## src/rtl/pb_tile_pwr_seq.sv

```systemverilog
// Tile power sequencer: walks each tile's clk_en/rst_n through a safe order,
// one tile at a time, with round-robin arbitration among pending tiles.
module pb_tile_pwr_seq #(
  parameter int unsigned NumTiles       = 16,
  parameter int unsigned ClkToRstCycles = 8,
  parameter int unsigned RstToClkCycles = 8,
  localparam int unsigned CntWidth =
    $clog2(((ClkToRstCycles > RstToClkCycles) ? ClkToRstCycles : RstToClkCycles) + 1)
) (
  input  logic                clk_i,
  input  logic                rst_i,
  input  logic [NumTiles-1:0] tile_on_req_i,
  output logic [NumTiles-1:0] tile_rst_no,
  output logic [NumTiles-1:0] tile_clk_en_o,
  output logic [NumTiles-1:0] tile_on_o,
  output logic                busy_o,
  output logic                done_o
);

  localparam int unsigned IdxWidth = (NumTiles > 1) ? $clog2(NumTiles) : 1;

  typedef enum logic [1:0] {
    S_IDLE,
    S_UP,
    S_DOWN
  } state_e;

  state_e                r_state, w_state_nxt;
  logic [IdxWidth-1:0]   r_grant, w_grant_nxt;
  logic [IdxWidth-1:0]   r_ptr, w_ptr_nxt;
  logic [CntWidth-1:0]   r_cnt, w_cnt_nxt;
  logic [NumTiles-1:0]   r_rst_n, w_rst_n_nxt;
  logic [NumTiles-1:0]   r_clk_en, w_clk_en_nxt;
  logic [NumTiles-1:0]   r_on, w_on_nxt;
  logic                  r_busy, w_busy_nxt;
  logic                  r_done, w_done_nxt;

  logic [NumTiles-1:0]   w_pending;
  logic                  w_found;
  logic [IdxWidth-1:0]   w_arb_idx;
  logic [IdxWidth:0]     w_cand;

  assign w_pending = tile_on_req_i ^ r_on;

  // Round-robin search: first pending tile at or after the pointer, wrapping.
  always_comb begin
    w_found   = 1'b0;
    w_arb_idx = '0;
    w_cand    = '0;
    for (int k = 0; k < int'(NumTiles); k++) begin
      w_cand = {1'b0, r_ptr} + (IdxWidth+1)'(k);
      if (w_cand >= (IdxWidth+1)'(NumTiles)) begin
        w_cand = w_cand - (IdxWidth+1)'(NumTiles);
      end
      if (!w_found && w_pending[w_cand[IdxWidth-1:0]]) begin
        w_found   = 1'b1;
        w_arb_idx = w_cand[IdxWidth-1:0];
      end
    end
  end

  always_comb begin
    w_state_nxt  = r_state;
    w_grant_nxt  = r_grant;
    w_ptr_nxt    = r_ptr;
    w_cnt_nxt    = r_cnt;
    w_rst_n_nxt  = r_rst_n;
    w_clk_en_nxt = r_clk_en;
    w_on_nxt     = r_on;
    w_busy_nxt   = r_busy;
    w_done_nxt   = 1'b0;
    unique case (r_state)
      S_IDLE: begin
        if (w_found) begin
          w_grant_nxt = w_arb_idx;
          w_ptr_nxt   = (w_arb_idx == IdxWidth'(NumTiles - 1)) ? '0 : w_arb_idx + 1'b1;
          w_cnt_nxt   = '0;
          w_busy_nxt  = 1'b1;
          if (tile_on_req_i[w_arb_idx]) begin
            w_state_nxt             = S_UP;
            w_clk_en_nxt[w_arb_idx] = 1'b1;
          end else begin
            w_state_nxt            = S_DOWN;
            w_rst_n_nxt[w_arb_idx] = 1'b0;
          end
        end
      end
      S_UP: begin
        if (r_cnt == CntWidth'(ClkToRstCycles - 1)) begin
          w_rst_n_nxt[r_grant] = 1'b1;
          w_on_nxt[r_grant]    = 1'b1;
          w_done_nxt           = 1'b1;
          w_busy_nxt           = 1'b0;
          w_state_nxt          = S_IDLE;
        end else begin
          w_cnt_nxt = r_cnt + 1'b1;
        end
      end
      S_DOWN: begin
        if (r_cnt == CntWidth'(RstToClkCycles - 1)) begin
          w_clk_en_nxt[r_grant] = 1'b0;
          w_on_nxt[r_grant]     = 1'b0;
          w_done_nxt            = 1'b1;
          w_busy_nxt            = 1'b0;
          w_state_nxt           = S_IDLE;
        end else begin
          w_cnt_nxt = r_cnt + 1'b1;
        end
      end
      default: begin
        w_state_nxt = S_IDLE;
      end
    endcase
  end

  always_ff @(posedge clk_i or posedge rst_i) begin
    if (rst_i) begin
      r_state <= S_IDLE;
    end else begin
      r_state <= w_state_nxt;
    end
  end

  always_ff @(posedge clk_i or posedge rst_i) begin
    if (rst_i) begin
      r_grant  <= '0;
      r_ptr    <= '0;
      r_cnt    <= '0;
      r_rst_n  <= '0;
      r_clk_en <= '0;
      r_on     <= '0;
      r_busy   <= 1'b0;
      r_done   <= 1'b0;
    end else begin
      r_grant  <= w_grant_nxt;
      r_ptr    <= w_ptr_nxt;
      r_cnt    <= w_cnt_nxt;
      r_rst_n  <= w_rst_n_nxt;
      r_clk_en <= w_clk_en_nxt;
      r_on     <= w_on_nxt;
      r_busy   <= w_busy_nxt;
      r_done   <= w_done_nxt;
    end
  end

  assign tile_rst_no   = r_rst_n;
  assign tile_clk_en_o = r_clk_en;
  assign tile_on_o     = r_on;
  assign busy_o        = r_busy;
  assign done_o        = r_done;

endmodule

```

## config.mk

```make
export PLATFORM = sky130hd
export DESIGN_NAME = pb_tile_pwr_seq
export DESIGN_NICKNAME = d
export VERILOG_FILES = /design/src/rtl/pb_tile_pwr_seq.sv
export SDC_FILE = /design/constraint.sdc
export NUM_CORES = 1
export LEC_CHECK = 0
export ABC_CLOCK_PERIOD_IN_PS = 6600
export CAP_MARGIN = 0
export CORE_AREA = 2 2 135 137
export DETAILED_ROUTE_END_ITERATION = 8
export DIE_AREA = 0 0 137 139
export REMOVE_ABC_BUFFERS = 1
export SYNTH_ARGS = -nofsm -noshare
export SYNTH_HDL_FRONTEND = slang
export SYNTH_SLANG_ARGS = --single-unit
```

## constraint.sdc

```tcl
create_clock -name clk_i -period 6.6 [get_ports clk_i]
set_input_delay 0.66 -clock clk_i [delete_from_list [all_inputs] [get_ports clk_i]]
set_output_delay 0.66 -clock clk_i [all_outputs]
set_load 0.1 [all_outputs]
```

# After elaboration in Yosys (flattened, before gate mapping)
# Index checks and enable logic that the tools add are counted.
[op_classes]
addsub = 33
magnitude_cmp = 36
eq_ne = 11
mux = 110
bitwise = 9
reduce_logical = 45
[op_table]
columns = ["op", "count"]
rows = [
  ["$mux 4", 35],
  ["$mux 16", 8],
  ["$pmux 16 s2", 3],
  ["$lt 4x5->1 const B", 18],
  ["$ge 5x5->1 const B", 15],
  ["$bmux 1 s4", 17],
  ["$sub 4x1->4 const B", 16],
  ["$and 16x16->16", 3],
  ["$or 16x16->16", 3],
  ["$add 4x4->5 const B", 8],
  ["$mux 1", 39],
  ["$not 16->16", 2],
  ["$add 4x3->5 const B", 4],
  ["$logic_and 1x1->1", 17],
  ["$xor 16x16->16", 1],
  ["$logic_not 1->1", 15],
  ["$ne 2x2->1 const B", 6],
  ["$add 4x2->5 const B", 2],
  ["$reduce_and 3->1", 3],
  ["$add 4x1->4 const B", 2],
  ["$demux 1 s4", 2],
  ["$ge 4x1->1 const B", 2],
  ["$pmux 4 s2", 1],
  ["$reduce_and 4->1", 2],
  ["other kinds (14)", 20],
]
[word_totals]
regBits = 64
word_cells = 253

# Depth between registers and ports, before layout
# Gate-level depths: netlist of run 1.
[depth]
word_depth = 59
mapped_depth = 20

# Least setup slack after synthesis of run 1
# OpenSTA, ideal clock, no wires.
[synth_timing]
path_kind = "register to register"
from = "reg r_ptr[1]"
to = "reg r_rst_n[12] (netlist: tile_rst_no[12])"
arrival_ns = 4.696
setup_slack_ns = 1.749
path_stages_with_launch = 20
n_path_buf = 4
period_less_slack_ns = 4.851
cell_sequence = "dfrtp_1 buf_2 inv_1 buf_2 ha_1 clkbuf_1 xnor2_1 mux4_2 mux2_2 nor3_2 nand4b_4 nor2_2 nand3_1 a22oi_2 mux2i_1 mux2i_1 mux2_4 a21oi_4 buf_6 a221oi_1"
[synth_between]
elab_chain_len = 59
word_cells_on_any_way = 172
classes_between = "31 x add/sub; 18 x order compare; 2 x eq/ne; 87 x mux; 2 x bitwise; 32 x reduce/logical"
[synth_rtl]
columns = ["item", "line", "text"]
rows = [
  ["start, declared", "30", "logic [IdxWidth-1:0] r_ptr, w_ptr_nxt;"],
  ["start signal, assigned", "136", "r_ptr <= w_ptr_nxt;"],
  ["parallel branches: the longest is 59 deep, another holds $add 4x1->5", "-", ""],
  ["end signal, assigned", "138", "r_rst_n <= w_rst_n_nxt;"],
  ["end, declared", "32", "logic [NumTiles-1:0] r_rst_n, w_rst_n_nxt;"],
]
# Parallel ways; which one is timed is not known. The select of a mux whose other input is x is not followed.
# A chain may end at the register's enable or synchronous reset.

# Worst setup path in the final report of run 1
[layout_timing]
from = "in tile_on_req_i[2]"
to = "reg r_rst_n[6] (netlist: tile_rst_no[6])"
[layout_between]
elab_chain_len = 58
word_cells_on_any_way = 110
classes_between = "2 x order compare; 2 x eq/ne; 71 x mux; 3 x bitwise; 32 x reduce/logical"
[layout_rtl]
columns = ["item", "line", "text"]
rows = [
  ["start, declared", "12", "input logic [NumTiles-1:0] tile_on_req_i,"],
  ["$xor 16x16->16", "43", "assign w_pending = tile_on_req_i ^ r_on;"],
  ["$bmux 1 s4", "55", "if (!w_found && w_pending[w_cand[IdxWidth-1:0]]) begin"],
  ["$mux 1 (not written as such)", "55", ""],
  ["$mux 1", "55", ""],
  ["$logic_not 1->1", "55", ""],
  ["$logic_and 1x1->1", "55", ""],
  ["$mux 1", "55", ""],
  ["$logic_not 1->1", "55", ""],
  ["[42 not listed]", "-", ""],
  ["$logic_and 1x1->1 (not written as such)", "84", "w_rst_n_nxt[w_arb_idx] = 1'b0;"],
  ["$mux 1 (not written as such)", "84", ""],
  ["$demux 1 s4", "84", ""],
  ["$not 16->16 (no source line)", "-", ""],
  ["$and 16x16->16 (no source line)", "-", ""],
  ["$mux 16", "79", "if (tile_on_req_i[w_arb_idx]) begin"],
  ["$mux 16", "74", "if (w_found) begin"],
  ["$pmux 16 s2", "72", "unique case (r_state)"],
]
# Several ways; a longest one is shown, not always the timed one. The select of a mux whose other input is x is not followed.

==> results of run 1 <==
==> path summary, 6_finish.rpt <==
path,endpoint,slack (ns),cells past startpoint
min reg2reg,r_state[1],0.51,2
max reg2reg,tile_rst_no[6],1.13,16
max in group asynchronous,tile_clk_en_o[8],5.16,3
min,r_state[1],0.51,2
max,tile_rst_no[6],1.04,16
min in group asynchronous,tile_clk_en_o[3],0.89,3
==> metrics by stage <==
stage	cell area, um^2	cells	hold WS, ns
3_3_place_gp	6900	942	0.492
5_1_grt	7190	957	0.541
6_report	7190	957	0.506
3_5_place_dp	6900	942	0.496
4_1_cts	7190	957	0.509
2_1_floorplan	5830	631	0.469
==> per-layer routing <==
metal  routed length, um  global-route usage  share of wire
met1                8500               0.274           0.43
met2                9390               0.335           0.48
met3                1050              0.0303          0.054
met4                 652              0.0884          0.033
met5                   0                   0              0
==> area by class of cell <==
class / count / area (um^2)
inverter: 46 / 175
clock buffer: 11 / 243
timing repair buffer: 82 / 783
clock inverter: 4 / 45.0
sequential: 64 / 1600
fill: 1772 / 10500
tap: 229 / 287
multi-input combinational: 521 / 4060
==> logic make-up (layout without fill, tap and decap cells) <==
logic type	after synthesis	count (layout)	synth area share
buffers and inverters	79	143	0.0591
adders and majority gates	15	15	0.0312
AOI/OAI and AO/OA	186	186	0.212
and+or+nand+nor	190	190	0.158
muxes	84	84	0.204
xor gates and xnor gates	46	46	0.0682
DFF	64	64	0.266
==> cells in the final DEF, fill, tap and decap left out, drive strengths merged, types with 6 or more instances in the layout <==
cell type,count
nand2b,11
nand3,10
a31oi,6
o211ai,6
mux2i,45
o22ai,8
a211oi,7
a22oi,13
a21oi,43
a221oi,17
nor2b,9
o21ai,50
a2bb2oi,7
xnor2,24
nor3,11
mux2,12
dfrtp,64
mux4,27
ha,15
clkdlybuf4s50,67
clkbuf,11
nor2,60
nand2,54
buf,15
and2,10
xor2,22
inv,45
==> synth_stat cells (11+ instances only) <==
| cell type | number |
|---|---|
| a21oi_1 | 41 |
| a221oi_1 | 17 |
| a22oi_1 | 12 |
| clkbuf_1 | 15 |
| dfrtp_1 | 64 |
| ha_1 | 15 |
| inv_1 | 44 |
| mux2i_1 | 43 |
| mux4_2 | 26 |
| nand2_1 | 54 |
| nand2b_1 | 11 |
| nor2_1 | 59 |
| o21ai_0 | 33 |
| xnor2_1 | 24 |
| xor2_1 | 21 |
==> worst max-delay path: stages <==
cell             delay, ns
clkdlybuf4s50_1       0.46
xnor2_1               0.47
mux4_1                0.51
inv_1                 0.14
mux4_2                0.58
nor3_2                0.39
nand4b_4              0.22
nor3_1                0.29
o22a_1                0.33
buf_4                 0.24
mux2i_1               0.09
mux2i_1               0.23
mux2i_1               0.14
mux2_4                0.36
a21oi_4               0.41
a221oi_1              0.17
==> out/metrics.cfg, run 1 <==
[synth]
synth_cells = 664
postSynthAreaPerCell_um2 = 9.06
netlist-cell-type-count = 72
yosys.area.top_type_share = 0.266
synth_edf_count = 0
synth_area_mm2 = 0.00601
yosysTopAreaCell = dfrtp_1
ys_warn_count = 0
async_reset_ff_frac = 1.00
ys.flop_type = dfrtp_1
ys_ff_latch = 64
yosys-top-cells-area = dfrtp_1 27%, mux4_2 9.7%, mux2i_1 7.2%, nor2_1 3.7%, xnor2_1 3.5%
yosysSeqAreaShare = 0.266

[detailed_routing]
drt_iter0_drc = 499
drt-total-wl_mm = 19.6
vias = 5443
final_antenna_net_count = 0
drc = 0
viasPerCell = 5.69
dr.pass1.iters = 6
avgRoutedWirePerCell_um = 20.5

[clocking]
post_cts_buffers = 0
postCtsHoldBufs = 0
cts_max_level = 3
ctsResizeCount = 0
clk_pin_slew_ns = 0.05
cts_made_buffers = 9
cts_tree = done
clock-sinks = 64
clkLatencyLatePin_ns = 0.34
clk_path_buf_depth = 2
root_buffer = clkbuf_16

[critical_path]
required_ns = 6.75
crit_arrival_ns = 5.71
startpoint = tile_on_req_i[2]
cp-start-kind = primary input
worstPathMaxFanout = 15
critPathKind = primary input to register
worstReg2RegStart = r_ptr[2]
end_kind = register

[cells_and_area]
syn_to_final_growth_pct = 19.6
diodes = 0
fin_util = 0.407
drive_gt1_frac = 0.133
nets = 757

[placed_design]
place_hpwl_mm = 15.1
portBuffers = 67
gp_congestion = 0.979
dp_slack_ns = 0.744

[grt]
grt_pass1_vias = 5297
grt_use_total = 0.207
overflow = 0
grt_pass1_wl_mm = 30.3
grt_max_degree = 65
antenna_found_initial = 0

[sta]
relSlewSlack = 0.240
tightest_slew_ns = 1.12
setup_slack_ns = 1.04
fin_crit_sh = 0.843
setup_viol = 0
finalClockSkew_ns = 0.00694
slew_violations = 0
finalSetupTns_ns = 0
min_period_ns = 5.56
final-hold-violation-count = 0
fmax_mhz = 180
rsz0062_at_grt = false

[floorplanning]
die-area_mm2 = 0.0190
die_w_um = 137
initial_core_util = 0.341
pin_count = 68
die_h_um = 139
core_mm2 = 0.0177
rows = 49

[hold_path]
min-delay-path-class = register to register
min-delay-start = r_state[1]

[job]
maxCapViolCount = 0

[outcome]
status = complete, no violations

Power of run 1 is left out: the tool's default activity adds up to more than one toggle a clock period on the data nets, which glitch-free logic cannot reach.
==> run 2, diff against run 1 <==
ABC_CLOCK_PERIOD_IN_PS = 5700   (was 6600)
clock period = 5.7 ns   (was 6.6 ns; I/O delays follow)
==> out/metrics.cfg, run 2 (same netlist as run 1, synthesis figures left out) <==
[sta]
setup_viol = 0  ; unchanged
min_period_ns = 5.51
tightest_slew_ns = 1.00  ; -0.120 ns
slew_violations = 0  ; unchanged
finalSetupTns_ns = 0  ; unchanged
fmax_mhz = 181
final-hold-violation-count = 0  ; unchanged
fin_crit_sh = 0.967
rsz0062_at_grt = false
finalClockSkew_ns = 0.00727  ; +0.000326 ns
relSlewSlack = 0.328  ; +0.0884

[clocking]
clk_path_buf_depth = 2  ; unchanged
cts_tree = done
cts_max_level = 3  ; unchanged
clock-sinks = 64  ; unchanged
cts_made_buffers = 9  ; unchanged
clkLatencyLatePin_ns = 0.33  ; about the same
root_buffer = clkbuf_16
clk_pin_slew_ns = 0.05  ; about the same
postCtsHoldBufs = 0  ; unchanged

[outcome]
status = complete, no violations

[cells_and_area]
diodes = 0  ; unchanged
fill_cells = 1740  ; -1.8%
final_cell_mix = 67 x clkdlybuf4s50_1, 64 x dfrtp_1, 59 x nor2_1
fin_util = 0.413  ; +0.00609
regArea_mm2 = 0.00160  ; unchanged
drive_gt1_frac = 0.144  ; +0.0106
nets = 765  ; +1.1%
multiInputGateArea_mm2 = 0.00406  ; about the same
design_area_mm2 = 0.00730  ; +1.5%
syn_to_final_growth_pct = 21.4
layout_commonest_cell = clkdlybuf4s50_1

[detailed_routing]
dr.pass1.iters = 6  ; unchanged
drt_iter0_drc = 497  ; -0.40%
avgRoutedWirePerCell_um = 19.8  ; -3.3%
vias = 5523  ; +1.5%
final_antenna_net_count = 0  ; unchanged
viasPerCell = 5.72  ; +0.52%
drt-total-wl_mm = 19.1  ; -2.4%
drc = 0  ; unchanged

[critical_path]
worstPathMaxFanout = 15  ; unchanged
end_kind = register
critPathKind = primary input to register
rr_worst_depth = 14  ; -2
crit_arrival_ns = 5.68  ; -0.03 ns
required_ns = 5.87  ; -0.88 ns
cp-start-kind = primary input

[floorplanning]
die_w_um = 137  ; unchanged
die_h_um = 139  ; unchanged
initial_core_util = 0.341  ; unchanged
core_mm2 = 0.0177  ; unchanged
pin_count = 68  ; unchanged
rows = 49  ; unchanged
die-area_mm2 = 0.0190  ; unchanged

[job]
maxCapViolCount = 0  ; unchanged

[grt]
grt_max_degree = 65  ; unchanged
grt_use_total = 0.204  ; -0.00341
grt_pass1_vias = 5486  ; +3.6%
overflow = 0  ; unchanged
grt_pass1_wl_mm = 30.4  ; about the same
antenna_found_initial = 0  ; unchanged

[placed_design]
portBuffers = 67  ; unchanged
place_hpwl_mm = 14.7  ; -2.6%
place_area_mm2 = 0.00696  ; +0.87%
gp_congestion = 0.951  ; -2.8%

[hold_path]
min_path_cells = 2  ; unchanged
min-delay-path-class = register to register

-- run 2: path summary, 6_finish.rpt --
path,end,from,slack [ns]
worst max-delay path,tile_rst_no[3],tile_on_req_i[2],0.19
worst min-delay path,busy_o,busy_o,0.50
worst max register to register,tile_rst_no[3],r_ptr[0],0.30
worst min register to register,busy_o,busy_o,0.50
max in group asynchronous,r_grant[1],rst_i,4.34
min in group asynchronous,r_cnt[2],rst_i,0.80
-- run 2: routing by layer --
layer	up-vias	GRT usage	wire length, um	share of wire
met5	-	0	0	0
met2	227	0.335	9200	0.48
li1	2595	-	-	-
met3	46	0.0435	1220	0.064
met1	2655	0.265	8200	0.43
met4	0	0.0667	510	0.027
-- run 2: layout make-up --
type                    instances  area share
clock inverters                 2     0.00823
well taps                     229      0.0393
repair buffers                 90       0.116
clock buffers                  14      0.0375
flip-flops and latches         64       0.219
inverters                      46      0.0240
multi-input cells             521       0.556
-- run 2: critical path: stages --
cell and delay, ns:
clkdlybuf4s50_1 0.46, xnor2_1 0.49, mux4_1 0.55, inv_1 0.12
mux4_2 0.55, nor3_2 0.32, nand4b_4 0.20, nor2_2 0.17
nand3_1 0.10, a22oi_2 0.43, buf_4 0.25, mux2i_1 0.40
mux2i_1 0.17, mux2_4 0.34, a21oi_4 0.40, a221oi_1 0.16
-- run 2: stage by stage --
stage                     cells  hold slack [ns]  worst slack, ns
after floorplan             631            0.469            0.275
after global placement      950            0.488          -0.0480
after detailed placement    950            0.499           -0.127
after CTS                   966            0.511            0.210
after global routing        966            0.540          0.00902
final                       966            0.503            0.187
-- run 2: timing repair --
item / 4_1_cts / 5_1_grt
gates resized for setup: 0 / 1
endpoints found under the setup margin: 0 / 15
buffers inserted: 0 / 0
Power of run 2 is left out for the same reason.
